**src/rtl/rr_arbiter8_pkg.sv**
```systemverilog
// Shared definitions for the eight-way round-robin arbiter: sizes and FSM encoding.
package rr_arbiter8_pkg;

  localparam int unsigned NUM_REQ = 8;
  localparam int unsigned IDX_W   = 3;

  typedef enum logic [0:0] {
    StIdle,
    StGrant
  } arb_state_e;

endpackage

```
**src/rtl/rr_arbiter8_if.sv**
```systemverilog
// Request/grant bundle between the requesters (master) and the arbiter (slave).
interface rr_arbiter8_if;
  import rr_arbiter8_pkg::*;

  logic [NUM_REQ-1:0] req;
  logic               done;
  logic [NUM_REQ-1:0] gnt;
  logic [IDX_W-1:0]   gnt_idx;
  logic               gnt_valid;
  logic               timeout;

  modport master (
    output req,
    output done,
    input  gnt,
    input  gnt_idx,
    input  gnt_valid,
    input  timeout
  );

  modport slave (
    input  req,
    input  done,
    output gnt,
    output gnt_idx,
    output gnt_valid,
    output timeout
  );

endinterface

```
**src/rtl/rr_arbiter8_decoder3to8.sv**
```systemverilog
// 3-to-8 one-hot decoder with enable; all-zero output when disabled.
module rr_arbiter8_decoder3to8
  import rr_arbiter8_pkg::*;
(
  input  logic               i_en,
  input  logic [IDX_W-1:0]   i_idx,
  output logic [NUM_REQ-1:0] o_onehot
);

  always_comb begin
    o_onehot = '0;
    if (i_en) begin
      o_onehot[i_idx] = 1'b1;
    end
  end

endmodule

```
**src/rtl/rr_arbiter8.sv**
```systemverilog
// Eight-requester round-robin arbiter with a registered winner index, a rotating
// fairness pointer and an optional maximum hold time per grant.
module rr_arbiter8
  import rr_arbiter8_pkg::*;
#(
  parameter int unsigned MAX_HOLD = 16,
  parameter int unsigned CNT_W    = 5
) (
  input  logic          clk,
  input  logic          rst_n,
  rr_arbiter8_if.slave  bus
);

  if ((64'd1 << CNT_W) <= 64'(MAX_HOLD)) begin : g_bad_cnt_w
    $error("rr_arbiter8: CNT_W too narrow for MAX_HOLD");
  end

  localparam logic [CNT_W-1:0] HoldLimit = CNT_W'(MAX_HOLD);
  localparam logic [CNT_W-1:0] CntSat    = {CNT_W{1'b1}};

  // First set request bit scanning ptr, ptr+1, ... ptr+7 (mod 8).
  function automatic logic [IDX_W-1:0] rr_pick(input logic [NUM_REQ-1:0] req,
                                               input logic [IDX_W-1:0]   ptr);
    logic [IDX_W-1:0] idx;
    logic             found;
    rr_pick = ptr;
    found   = 1'b0;
    for (int i = 0; i < NUM_REQ; i++) begin
      idx = ptr + IDX_W'(i);
      if (!found && req[idx]) begin
        rr_pick = idx;
        found   = 1'b1;
      end
    end
  endfunction

  arb_state_e       r_state;
  arb_state_e       w_state_d;
  logic [IDX_W-1:0] r_idx;
  logic [IDX_W-1:0] w_idx_d;
  logic [IDX_W-1:0] r_ptr;
  logic [IDX_W-1:0] w_ptr_d;
  logic [CNT_W-1:0] r_hold_cnt;
  logic [CNT_W-1:0] w_hold_cnt_d;
  logic             r_timeout;
  logic             w_timeout_d;

  logic [IDX_W-1:0]   w_pick;
  logic               w_rel_normal;
  logic               w_rel_tmo;
  logic               w_valid;
  logic [NUM_REQ-1:0] w_gnt;

  assign w_pick       = rr_pick(bus.req, r_ptr);
  assign w_rel_normal = bus.done || !bus.req[r_idx];
  assign w_rel_tmo    = (MAX_HOLD != 0) && (r_hold_cnt == HoldLimit);
  assign w_valid      = (r_state == StGrant);

  always_comb begin
    w_state_d    = r_state;
    w_idx_d      = r_idx;
    w_ptr_d      = r_ptr;
    w_hold_cnt_d = r_hold_cnt;
    w_timeout_d  = 1'b0;
    unique case (r_state)
      StIdle: begin
        if (|bus.req) begin
          w_state_d    = StGrant;
          w_idx_d      = w_pick;
          w_hold_cnt_d = CNT_W'(1);
        end
      end
      StGrant: begin
        if (w_rel_normal || w_rel_tmo) begin
          w_state_d    = StIdle;
          w_ptr_d      = r_idx + IDX_W'(1);
          w_hold_cnt_d = '0;
          // A normal release wins over a coincident hold expiry.
          w_timeout_d  = !w_rel_normal;
        end else if (r_hold_cnt != CntSat) begin
          w_hold_cnt_d = r_hold_cnt + CNT_W'(1);
        end
      end
      default: begin
        w_state_d = StIdle;
      end
    endcase
  end

  always_ff @(posedge clk or negedge rst_n) begin
    if (!rst_n) begin
      r_state    <= StIdle;
      r_idx      <= '0;
      r_ptr      <= '0;
      r_hold_cnt <= '0;
      r_timeout  <= 1'b0;
    end else begin
      r_state    <= w_state_d;
      r_idx      <= w_idx_d;
      r_ptr      <= w_ptr_d;
      r_hold_cnt <= w_hold_cnt_d;
      r_timeout  <= w_timeout_d;
    end
  end

  rr_arbiter8_decoder3to8 u_dec (
    .i_en     (w_valid),
    .i_idx    (r_idx),
    .o_onehot (w_gnt)
  );

  assign bus.gnt       = w_gnt;
  assign bus.gnt_idx   = r_idx;
  assign bus.gnt_valid = w_valid;
  assign bus.timeout   = r_timeout;

  a_gnt_onehot: assert property (@(posedge clk) disable iff (!rst_n) $onehot0(bus.gnt));
  a_tmo_idle:   assert property (@(posedge clk) disable iff (!rst_n)
                                 bus.timeout |-> !bus.gnt_valid);

endmodule

```
**src/flat_wrapper.sv**
```systemverilog
// flat-port wrapper written by rule: the top's interface ports become plain ports
module rr_arbiter8_flat import rr_arbiter8_pkg::*;
#(
  parameter int unsigned MAX_HOLD = 16,
  parameter int unsigned CNT_W    = 5
)
  (clk, rst_n, bus_req, bus_done, bus_gnt, bus_gnt_idx, bus_gnt_valid, bus_timeout);
  rr_arbiter8_if bus_i ();
  input  logic clk;
  input  logic rst_n;
  input wire logic [$bits(bus_i.req)-1:0] bus_req;
  input wire logic [$bits(bus_i.done)-1:0] bus_done;
  output wire logic [$bits(bus_i.gnt)-1:0] bus_gnt;
  output wire logic [$bits(bus_i.gnt_idx)-1:0] bus_gnt_idx;
  output wire logic [$bits(bus_i.gnt_valid)-1:0] bus_gnt_valid;
  output wire logic [$bits(bus_i.timeout)-1:0] bus_timeout;
  assign bus_i.req = bus_req;
  assign bus_i.done = bus_done;
  assign bus_gnt = bus_i.gnt;
  assign bus_gnt_idx = bus_i.gnt_idx;
  assign bus_gnt_valid = bus_i.gnt_valid;
  assign bus_timeout = bus_i.timeout;
  rr_arbiter8 #(.MAX_HOLD(MAX_HOLD), .CNT_W(CNT_W)) u_core (.clk(clk), .rst_n(rst_n), .bus(bus_i));
endmodule
```
**config.mk**
```make
export PLATFORM = sky130hd
export DESIGN_NAME = rr_arbiter8_flat
export DESIGN_NICKNAME = d
export VERILOG_FILES = /design/src/rtl/rr_arbiter8_pkg.sv /design/src/rtl/rr_arbiter8_if.sv /design/src/rtl/rr_arbiter8_decoder3to8.sv /design/src/rtl/rr_arbiter8.sv /design/src/flat_wrapper.sv
export SDC_FILE = /design/constraint.sdc
export NUM_CORES = 1
export LEC_CHECK = 0
export ABC_AREA = 1
export CELL_PAD_IN_SITES_DETAIL_PLACEMENT = 0
export CELL_PAD_IN_SITES_GLOBAL_PLACEMENT = 1
export CORE_MARGIN = 8
export CORE_UTILIZATION = 36
export DETAILED_ROUTE_END_ITERATION = 12
export PLACE_DENSITY = 0.85
export REMOVE_ABC_BUFFERS = 1
export SETUP_SLACK_MARGIN = 0.5
export SLEW_MARGIN = 20
export SYNTH_ARGS = -nofsm -noshare
export SYNTH_HDL_FRONTEND = slang
export SYNTH_SLANG_ARGS = --single-unit
export TNS_END_PERCENT = 50
```
**constraint.sdc**
```tcl
create_clock -name clk -period 2.7 [get_ports clk]
set_input_delay 0.54 -clock clk [delete_from_list [all_inputs] [get_ports clk]]
set_output_delay 0.54 -clock clk [all_outputs]
set_load 0.03 [all_outputs]
```
# [Yosys cells after proc, flatten, opt, wreduce, memory -nomap -nowiden]
# Index checks and enable logic that the tools add are counted.
# Widths: inputs -> output; s select.
[word_totals] ff_bits=13 input_bits=11 elab_cells=96
[op_classes] add_sub_neg=9 order_cmp=10 n_eq_ne=4 muxes=44 bitwise_logic=1 reduce_logical=23
[op_table] op="$lt 3x4->1 const B" count=9
[op_table] op="$bmux 1 s3" count=9
[op_table] op="$mux 1" count=21
[op_table] op="$mux 3" count=7
[op_table] op="$mux 5" count=3
[op_table] op="$add 3x3->3 const B" count=4
[op_table] op="$pmux 5 s2" count=1
[op_table] op="$logic_not 1->1" count=9
[op_table] op="$logic_and 1x1->1" count=8
[op_table] op="$mux 8" count=1
[op_table] op="$reduce_or 8->1" count=1
[op_table] op="$add 3x1->3 const B" count=2
[op_table] op="$add 3x2->3 const B" count=2
[op_table] op="$reduce_and 2->1" count=3
[op_table] op="$add 5x1->5 const B" count=1
[op_table] op="$eq 5x5->1 const B" count=1
[op_table] op="$ne 5x5->1 const B" count=1
[op_table] op="$demux 1 s3" count=1
[op_table] op="$ge 3x1->1 const B" count=1
[op_table] op="$ne 3x3->1 const B" count=1
[op_table] op="$logic_or 1x1->1" count=2
[op_table] op="$ne 2x1->1 const B" count=1
[op_table] op="$pmux 1 s2" count=1
[op_table] op="$not 1->1" count=1

# [Depth between registers and ports, before layout]
[depth] word_depth=24 ltp_mapped=20

# [Modules after synthesis]
# Synthesis repeated with hierarchy kept, for this count alone.
[unflattened] cells_unflattened=242 area_unflattened_um2=1496.4
[modules_own_cells] mod="rr_arbiter8" instances=1 cells_each=225 area_each_um2=1432.6 seq_area_each_um2=325.3
[modules_own_cells] mod="rr_arbiter8_decoder3to8" instances=1 cells_each=17 area_each_um2=63.8 seq_area_each_um2=0.0

# [Worst setup path before layout]
# No wires, ideal clock.
[synth_timing] path_kind="reg2reg" start="reg u_core.r_ptr[1]" end="reg u_core.r_idx[2], in the netlist u_core.bus.gnt_idx[2]" setup_time_ps=117 arrival_time_ps=2103 required_ps=2583 path_slack_ps=480 stages_incl_launch_ff=20 path_buffers=1 cell_sequence="dfrtp_1 buf_4 inv_2 ha_1 inv_2 nand3_1 nand2_1 nand2_1 nand2_1 nand2_1 nor2_4 nand2_2 nor2_4 nand2_1 o21ai_1 inv_1 nand2_1 nand2_1 nand2_1 nand2_1"
[synth_via] elab_chain_len=24 elab_cells_between_ends=51 cone_classes="add/sub: 7; mux: 30; reduce/logical: 14"
[synth_lines] item="from (decl)" line="rr_arbiter8.sv:41" rtl="logic [IDX_W-1:0] r_ptr;"
[synth_lines] item="from (signal assigned)" line="rr_arbiter8.sv:100" rtl="r_ptr <= w_ptr_d;"
[synth_lines] item="branches (longest 23 deep; another with $add 3x1->3)"
[synth_lines] item="$mux 3 *" line="rr_arbiter8.sv:30" rtl="if (!found && req[idx]) begin"
[synth_lines] item="to (signal assigned)" line="rr_arbiter8.sv:99" rtl="r_idx <= w_idx_d;"
[synth_lines] item="to (decl)" line="rr_arbiter8.sv:39" rtl="logic [IDX_W-1:0] r_idx;"
# Mark *: on every way between the ends. The select of a mux whose other input is x is not followed.
# A chain may end at the register's enable or synchronous reset.

# [Worst setup path after layout]
[layout_timing] start="reg u_core.r_ptr[0]" end="reg u_core.r_idx[2], in the netlist u_core.bus.gnt_idx[2]"
# Same word-level chain as after synthesis.

==> results.sh <==
export IMPL_syn_avg_cell_area_sq_um=6.02
export IMPL_antenna_found_initial=0
export IMPL_cp_cell_sequence="inv_4 > ha_4 > inv_6 > nand3_4 > nand2_2 > nand2_1 > nand2_2 > nand2_2 > nor2_4 > nand2_2 > nor2_4 > nand2_2 > o21ai_1 > inv_1 > nand2_1 > nand2_1 > nand2_1 > nand2_1"
export IMPL_slowest_delay_ns=0.39
export IMPL_synth_warnings=0
export IMPL_crit_required_ns=2.83
export IMPL_timing_worst_setup_path_type="reg -> reg"
export IMPL_yosysUniqueCellTypes=29
export IMPL_min_path_cells=2
export IMPL_clkSlewWorstSetupHoldPaths_ns=0.05
export IMPL_start_util_pct=36.7
export IMPL_ys_seq_elements=13
export IMPL_synth_cells=239
export IMPL_hp_class="reg -> reg"
export IMPL_clock_sinks=13
export IMPL_htree_num_levels=1
export IMPL_die_y_microns=79.2
export IMPL_drive_gt1_share_pct=17.4
export IMPL_area_growth_pct=33.7
export IMPL_critPathSlowestCell="dfrtp_1"
export IMPL_routed_via_density=4.98
export IMPL_fin_crit_ns=2.17
export IMPL_fp_row_count=23
export IMPL_antenna_left=0
export IMPL_io_buffers=23
export IMPL_maxCapViolations=0
export IMPL_antenna_cells=0
export IMPL_die_area_sq_mm=0.00627
export IMPL_setup_viol=0
export IMPL_core_area_sq_mm=0.00391
export IMPL_grt_pass1_wl_microns=6740
export IMPL_wirelength_microns=3970
export IMPL_finalSetupTns_ns=0
export IMPL_crit_path_start_kind="flip-flop"
export IMPL_maxSlewHeadroom_pct=60.6
export IMPL_tightest_slew_ns=0.590
export IMPL_grt_pass1_vias=1482
export IMPL_avgRoutedWirePerCell_microns=12.4
export IMPL_place_hpwl_microns=3060
export IMPL_slew_viol_final=0
export IMPL_die_w_microns=79.2
export IMPL_cp_data_arrival_time_ns=2.30
export IMPL_cts_root_buf="clkbuf_8"
export IMPL_finalCritPeriodShare_pct=80.5
export IMPL_reg2reg_depth=18
export IMPL_vias=1593
export IMPL_io_pin_count=24
export IMPL_synth_seq_area_share_pct=22.6
export IMPL_timing_fmax_mhz=460
export IMPL_gp_congestion=0.805
export IMPL_clkLatencyLatePin_ns=0.24
export IMPL_skew_ns=0.00210
export IMPL_path_max_fanout=7
export IMPL_drc=0
export IMPL_grt_overflow=0
export IMPL_firstDrtPassIters=4
export IMPL_status="complete, no violations"
export IMPL_drtIter0Drc=68
export IMPL_rsz0062_at_grt="true"
export IMPL_final_nets=288
export IMPL_track_usage_pct=12.9
export IMPL_cts_tree="done"
export IMPL_clockBufferDepth=2
export IMPL_end_kind="flip-flop"
export IMPL_hold_viol=0
export IMPL_grt_max_degree=14
export IMPL_numCtsBuffers=3
export IMPL_netlist_area_sq_mm=0.00144
==> layout by cell type, fill, tap and decap left out, types with 2 or more instances in the layout <==
master,count
o211ai_1,2
o21ai_0,10
nor2_4,2
clkdlybuf4s50_1,7
dlymetal6s2s_1,5
o21ai_1,5
clkinv_1,2
buf_6,2
dfrtp_2,4
dlygate4sd2_1,11
dfrtp_1,9
clkbuf_8,3
a21oi_1,5
nor4_1,2
xor2_2,2
nand3_1,31
nand3_2,2
xnor2_1,2
inv_1,21
nand3_4,4
nand2_2,9
nand2_1,71
buf_4,6
xnor2_2,2
inv_2,3
nor3_1,5
ha_1,4
nor2_1,26
==> final timing paths <==
check	from	endpoint	slack (ns)
max	u_core.r_ptr[0]	u_core.bus.gnt_idx[2]	0.53
min	u_core.r_hold_cnt[4]	u_core.r_hold_cnt[4]	0.52
max reg2reg	u_core.r_ptr[0]	u_core.bus.gnt_idx[2]	0.53
min reg2reg	u_core.r_hold_cnt[4]	u_core.r_hold_cnt[4]	0.52
max in group asynchronous	rst_n	u_core.bus.gnt_idx[0]	1.61
min in group asynchronous	rst_n	u_core.r_ptr[1]	0.67
==> flip-flops by register name, summed over array words and instances, names as in the netlist <==
signal / flops
u_core.bus.gnt_idx: 3
u_core.r_hold_cnt: 5
u_core.r_ptr: 3
u_core.bus.gnt_valid: 1
u_core.bus.timeout: 1
==> synthesized netlist by cell type <==
library cell   n  area, sq um
o21ai_1        5         25.0
buf_4          1         7.51
a211oi_1       1         7.51
buf_2          1         5.00
nor2_2         1         6.26
a21o_1         1         7.51
nor4_1         2         12.5
nor2_1        26         97.6
dfrtp_1       13          325
xnor2_2        1         16.3
a21oi_1        6         30.0
nand2_1       77          289
nand2_2        3         18.8
xnor2_1        3         26.3
xor2_2         2         32.5
nand4_1        1         6.26
or2_2          1         6.26
o21ai_0       10         50.1
nor3_1         5         25.0
o211ai_1       2         15.0
inv_2          5         18.8
clkinv_1       2         7.51
inv_1         21         78.8
nor2_4         2         22.5
ha_1           6         75.1
a31oi_1        2         12.5
nand3_1       36          180
buf_6          2         22.5
nand3_2        1         10.0
==> repair_timing <==
| action | in CTS | in global routing |
|---|---|---|
| setup buffers | 2 | 3 |
| setup endpoints to repair | 12 | 16 |
| gates resized for setup | 18 | 28 |
| hold endpoints to repair | 0 | 0 |
| hold buffers | 0 | 0 |
| pin swaps | 0 | 4 |
==> critical path, delay by kind of cell, from the launching register on <==
family | cells | cell delay (ns)
AND/OR/NAND/NOR | 13 | 1.05
adder cells (fa/ha/maj) | 1 | 0.29
flip-flops | 1 | 0.39
buffers and inverters | 3 | 0.20
AO/OA/AOI/OAI | 1 | 0.12
==> kinds of logic (layout without fill, tap and decap cells) <==
family                   after synthesis  in the layout  synth area share [%]
AND/OR/NAND/NOR                      155            155                  46.9
XOR/XNOR                               6              6                  5.22
adder cells (fa/ha/maj)                6              6                  5.22
AO/OA/AOI/OAI                         27             27                  10.3
flip-flops                            13             13                  22.6
buffers and inverters                 32             63                  9.75
==> per-layer routing <==
layer	global-route usage [%]	share of wire [%]	vias up
li1	-	-	841
met4	2.22	0.58	0
met3	3.39	3.6	6
met2	22.8	49	26
met1	15.3	46	720
met5	0	0	-
==> through the flow <==
stage | cells | cell area, sq um | setup slack [ns] | util (%) | hold slack, ns
floorplan | 235 | 1400 | 0.386 | - | 0.244
global placement | 311 | 1720 | 0.146 | 43.9 | 0.503
detailed placement | 311 | 1720 | 0.146 | 43.9 | 0.508
CTS | 317 | 1800 | 0.346 | 46.0 | 0.522
global route | 320 | 1920 | 0.411 | 49.1 | 0.547
finish | 320 | 1920 | 0.528 | 49.1 | 0.517
==> area by class of cell <==
cell class	count	area (sq um)
timing repair buffer	31	297
sequential	13	330
fill	412	1990
clock buffer	4	45.0
multi-input combinational	194	1070
tap	50	62.6
inverter	28	113
Power is not shown: default switching activity piles up to over one toggle a cycle in this logic, so the estimate is an artifact.
==> RTL change 1 (config.mk and constraints unchanged) <==
`MAX_HOLD` is set to 16 in 2 places; all go to 8.
--- a/src/rtl/rr_arbiter8.sv
+++ b/src/rtl/rr_arbiter8.sv
@@ -4,5 +4,5 @@
   import rr_arbiter8_pkg::*;
 #(
-  parameter int unsigned MAX_HOLD = 16,
+  parameter int unsigned MAX_HOLD = 8,
   parameter int unsigned CNT_W    = 5
 ) (
--- a/src/flat_wrapper.sv
+++ b/src/flat_wrapper.sv
@@ -2,5 +2,5 @@
 module rr_arbiter8_flat import rr_arbiter8_pkg::*;
 #(
-  parameter int unsigned MAX_HOLD = 16,
+  parameter int unsigned MAX_HOLD = 8,
   parameter int unsigned CNT_W    = 5
 )
Behaviour: not the same (Yosys sat finds a counterexample within 10 cycles, from zero or initial values and one cycle with rst_n low).
==> RTL change 1 against the unedited design <==
  * Worst setup slack got worse by 0.027 ns
  * Critical path type is now reg2out
  * Synthesized cell count rose by 0.84%
  * Largest cell class unchanged
  * Critical endpoint is now bus_gnt[2]
  * Final area fell by 1.4%
  * Synthesized area rose by 1.3%
  * Non-clock buffer count rose by 1
  * Routed wire length rose by 1.2%
  * Sequential cell count did not move
Power is left out: the tool's default activity adds up to more than one toggle a clock period on the data nets, which glitch-free logic cannot reach.
==> RTL change 1: results (changes against the unedited design) <==
* Status: completed
* GRT Util Overall at 0.133 (+0.00412)
* Layout cells sized above 1 at 0.158 (-0.0160)
* Top Family by Delay on Critical Path: buffers and inverters
* Fin crit share at 0.815 (+0.0100)
* M1 GR Usage at 0.171 (+0.0179)
* M2 GR Usage at 0.217 (-0.0116)
* Multi-input gate area in the final layout at 1040 µm² (-2.8%)
* DR WL met2 at 1.83 mm (-6.6%)
* Netlist cell types at 33 (+14%)
* Synth Area in XOR/XNOR at 0.0464 (-0.00583)
* Starting DRT DRC Count at 78 (+15%)
* Min-Delay Startpoint: u_core.r_hold_cnt[0]
* DP HPWL at 3.14 mm (+2.6%)
* First-pass DRT Iterations at 6 (+2)
* Fill cells at 402 (-2.4%)
* Actual slew at the worst max-slew pin at 0.580 ns (-0.00972 ns)
* Post-CTS setup buffers at 0 (-2)
* Met1 wire length at 1.91 mm (+3.7%)
* FF-to-FF Start: u_core.r_ptr[1]
* Met3 GRT Util at 0.0338 (-0.0000763)
* Fraction of area in clock buffers and inverters at 0.0238 (+0.000340)
* Clock Skews at 0.00520 ns (+0.00310 ns)
* DR vias/cell at 4.96 (-0.43%)
* Ranking of synthesized cells by area: dfrtp_1 22%, nand2_1 20%, nand3_1 12%, ha_1 5.2%, inv_1 5.2%
* Plain + repair buffers at 32 (+3.2%)
* Critical path arrival at 1.66 ns (-0.64 ns)
* Invs w/o clock at 29 (+3.6%)
* Synth Area in Compound Gates at 0.110 (+0.00727)
* First-pass GRT wire length at 6.98 mm (+3.6%)
* Adder-cell share of the synthesized area at 0.0515 (-0.000673)
* Met3 Wirelength at 261 µm (+84%)
* Flop2flop setup slack at 0.57 ns (+0.04 ns)
* Critical Path Fanout Max at 6 (-1)
* Post-synthesis sequential area ratio at 0.223 (-0.00292)
-- RTL change 1: cell types whose count changed in the layout (fill, tap and decap cells not counted), moves of 2 or more --
cell and delta:
a21oi_1 +7, nand2_1 +7, nor2_1 -6, inv_2 +4, nand2_2 -4, nand3_4 -4, buf_4 +3, nand3_1 +3
o21ai_0 -3, buf_6 -2, inv_1 -2, nand2_4 +2
-- RTL change 1: per-stage QoR --
stage                     std cells  hold slack, ns
after floorplan                 236           0.244
after global placement          314           0.549
after detailed placement        314           0.556
after CTS                       318           0.562
after global routing            322           0.600
final                           322           0.559
-- RTL change 1: worst paths after layout --
check	cells past startpoint	endpoint
max in group asynchronous	1	u_core.bus.gnt_idx[2]
worst min-delay path	2	u_core.r_hold_cnt[0]
worst max-delay path	4	bus_gnt[2]
worst max register to register	18	u_core.bus.gnt_idx[2]
min in group asynchronous	1	u_core.r_hold_cnt[3]
worst min register to register	2	u_core.r_hold_cnt[0]
==> RTL change 2 (same settings) <==
Without the edit above. Make the reset (`rst_n`) synchronous in one clocked block.
--- a/src/rtl/rr_arbiter8.sv
+++ b/src/rtl/rr_arbiter8.sv
@@ -88,5 +88,5 @@
   end
 
-  always_ff @(posedge clk or negedge rst_n) begin
+  always_ff @(posedge clk) begin
     if (!rst_n) begin
       r_state    <= StIdle;
Behaviour: differs if rst_n is asserted again (counterexample within 4 cycles, from zero or initial values and one cycle with rst_n low); with rst_n held inactive, the same outputs for 10 cycles.
==> RTL change 2 against the unedited design <==
  * Routed wire length grew 8.5%
  * Hold slack improved by 0.0041 ns
  * Synthesized cell count rose by 3.8%
  * Worst setup slack improved by 0.015 ns
  * Sequential cell count unchanged
  * Synthesized area is 4.2% higher
  * Via count rose by 4.3%
  * Final area is 7.4% higher
  * Critical endpoint is now bus_gnt[5]
==> RTL change 2: results (changes against the unedited design) <==
* Number of global-route vias before repair at 1510 (+1.9%)
* Fin nets at 306 (+6.3%)
* Invs w/o clock at 34 (+21%)
* Plain + repair buffers at 40 (+29%)
* Status: completed
* Pin count of the biggest net entering global routing at 12 (-2)
* Slowest cell on the critical path: clkdlybuf4s50_1
* Clkbuf count at 3 (-1)
* Adder-cell share of the synthesized area at 0.0501 (-0.00209)
* Final ANT Viol Nets at 0 (unchanged)
* Starting DRT DRC Count at 66 (-2.9%)
* Actual slew at the worst max-slew pin at 0.357 ns (-0.233 ns)
* Fmax at 0.464 GHz (+0.70%)
* Sequential cell area share at 0.129 (-0.0427)
* Final std cells w/o fill at 338 (+5.6%)
* Post-CTS setup buffers at 0 (-2)
* Top Family by Delay on Critical Path: buffers and inverters
* Fraction of registers with async set/reset at 0 (-1.00)
* Clock Skews at 0.00291 ns (+0.000803 ns)
* Critical Path Fanout Max at 7 (unchanged)
* Gpl congestion at 0.800 (-0.58%)
* First-pass DRT Iterations at 5 (+1)
* Max incr delay on CP at 0.68 ns (+0.29 ns)
* Non-clock buffer share of cell area at 0.186 (+0.0319)
* Layout cells sized above 1 at 0.233 (+0.0586)
* First-pass GRT wire length at 6.67 mm (-1.1%)
* Ranking of synthesized cells by area: dfxtp_1 17%, nand2_1 16%, nand3_1 11%, nor2_1 8.8%, inv_1 6.3%
* Dpl cell area at 1790 µm² (+4.0%)
* Critical path arrival at 1.62 ns (-0.68 ns)
* Synth Area in Compound Gates at 0.119 (+0.0168)
* PostCTS Resize Cnt at 6 (-12)
* Cells after DPL at 322 (+3.5%)
* Most frequent cells after synthesis: 65 x nand2_1, 35 x nor2_1, 32 x nand3_1
* Fraction of area in clock buffers and inverters at 0.0224 (-0.00100)
* Netlist cell types at 31 (+6.9%)
* Fill cells at 415 (+0.73%)
* Post-synthesis sequential area ratio at 0.174 (-0.0525)
* Vias at 1661 (+4.3%)
* Mapped Cells at 248 (+3.8%)
* Drt wl/cell at 12.7 µm (+2.7%)
* Finished Core Util at 0.516 (+0.0247)
* Multi-input gate area in the final layout at 1170 µm² (+8.5%)
==> RTL change 2: power breakdown <==
part	leakage, nW	switching (mW)	internal, mW
clock network	0.0255	0.0727	0.102
registers	0.108	0.0656	0.240
logic	0.927	0.943	0.601
total	1.06	1.08	0.943
==> RTL change 2: final timing paths <==
path,depth (start not counted),startpoint,endpoint
hold / removal,2,u_core.r_hold_cnt[1],u_core.r_hold_cnt[1]
setup reg to reg,16,u_core.r_ptr[1],u_core.bus.gnt_idx[1]
hold reg to reg,2,u_core.r_hold_cnt[1],u_core.r_hold_cnt[1]
setup / recovery,5,u_core.bus.gnt_idx[2],bus_gnt[5]
==> RTL change 2: per-layer routing <==
layer | vias to the layer above | global-route usage | routed length (µm)
met2 | 45 | 0.205 | 2000
met3 | 4 | 0.0268 | 187
met1 | 724 | 0.162 | 2090
met5 | - | 0 | 0
li1 | 888 | - | -
met4 | 0 | 0.0273 | 27
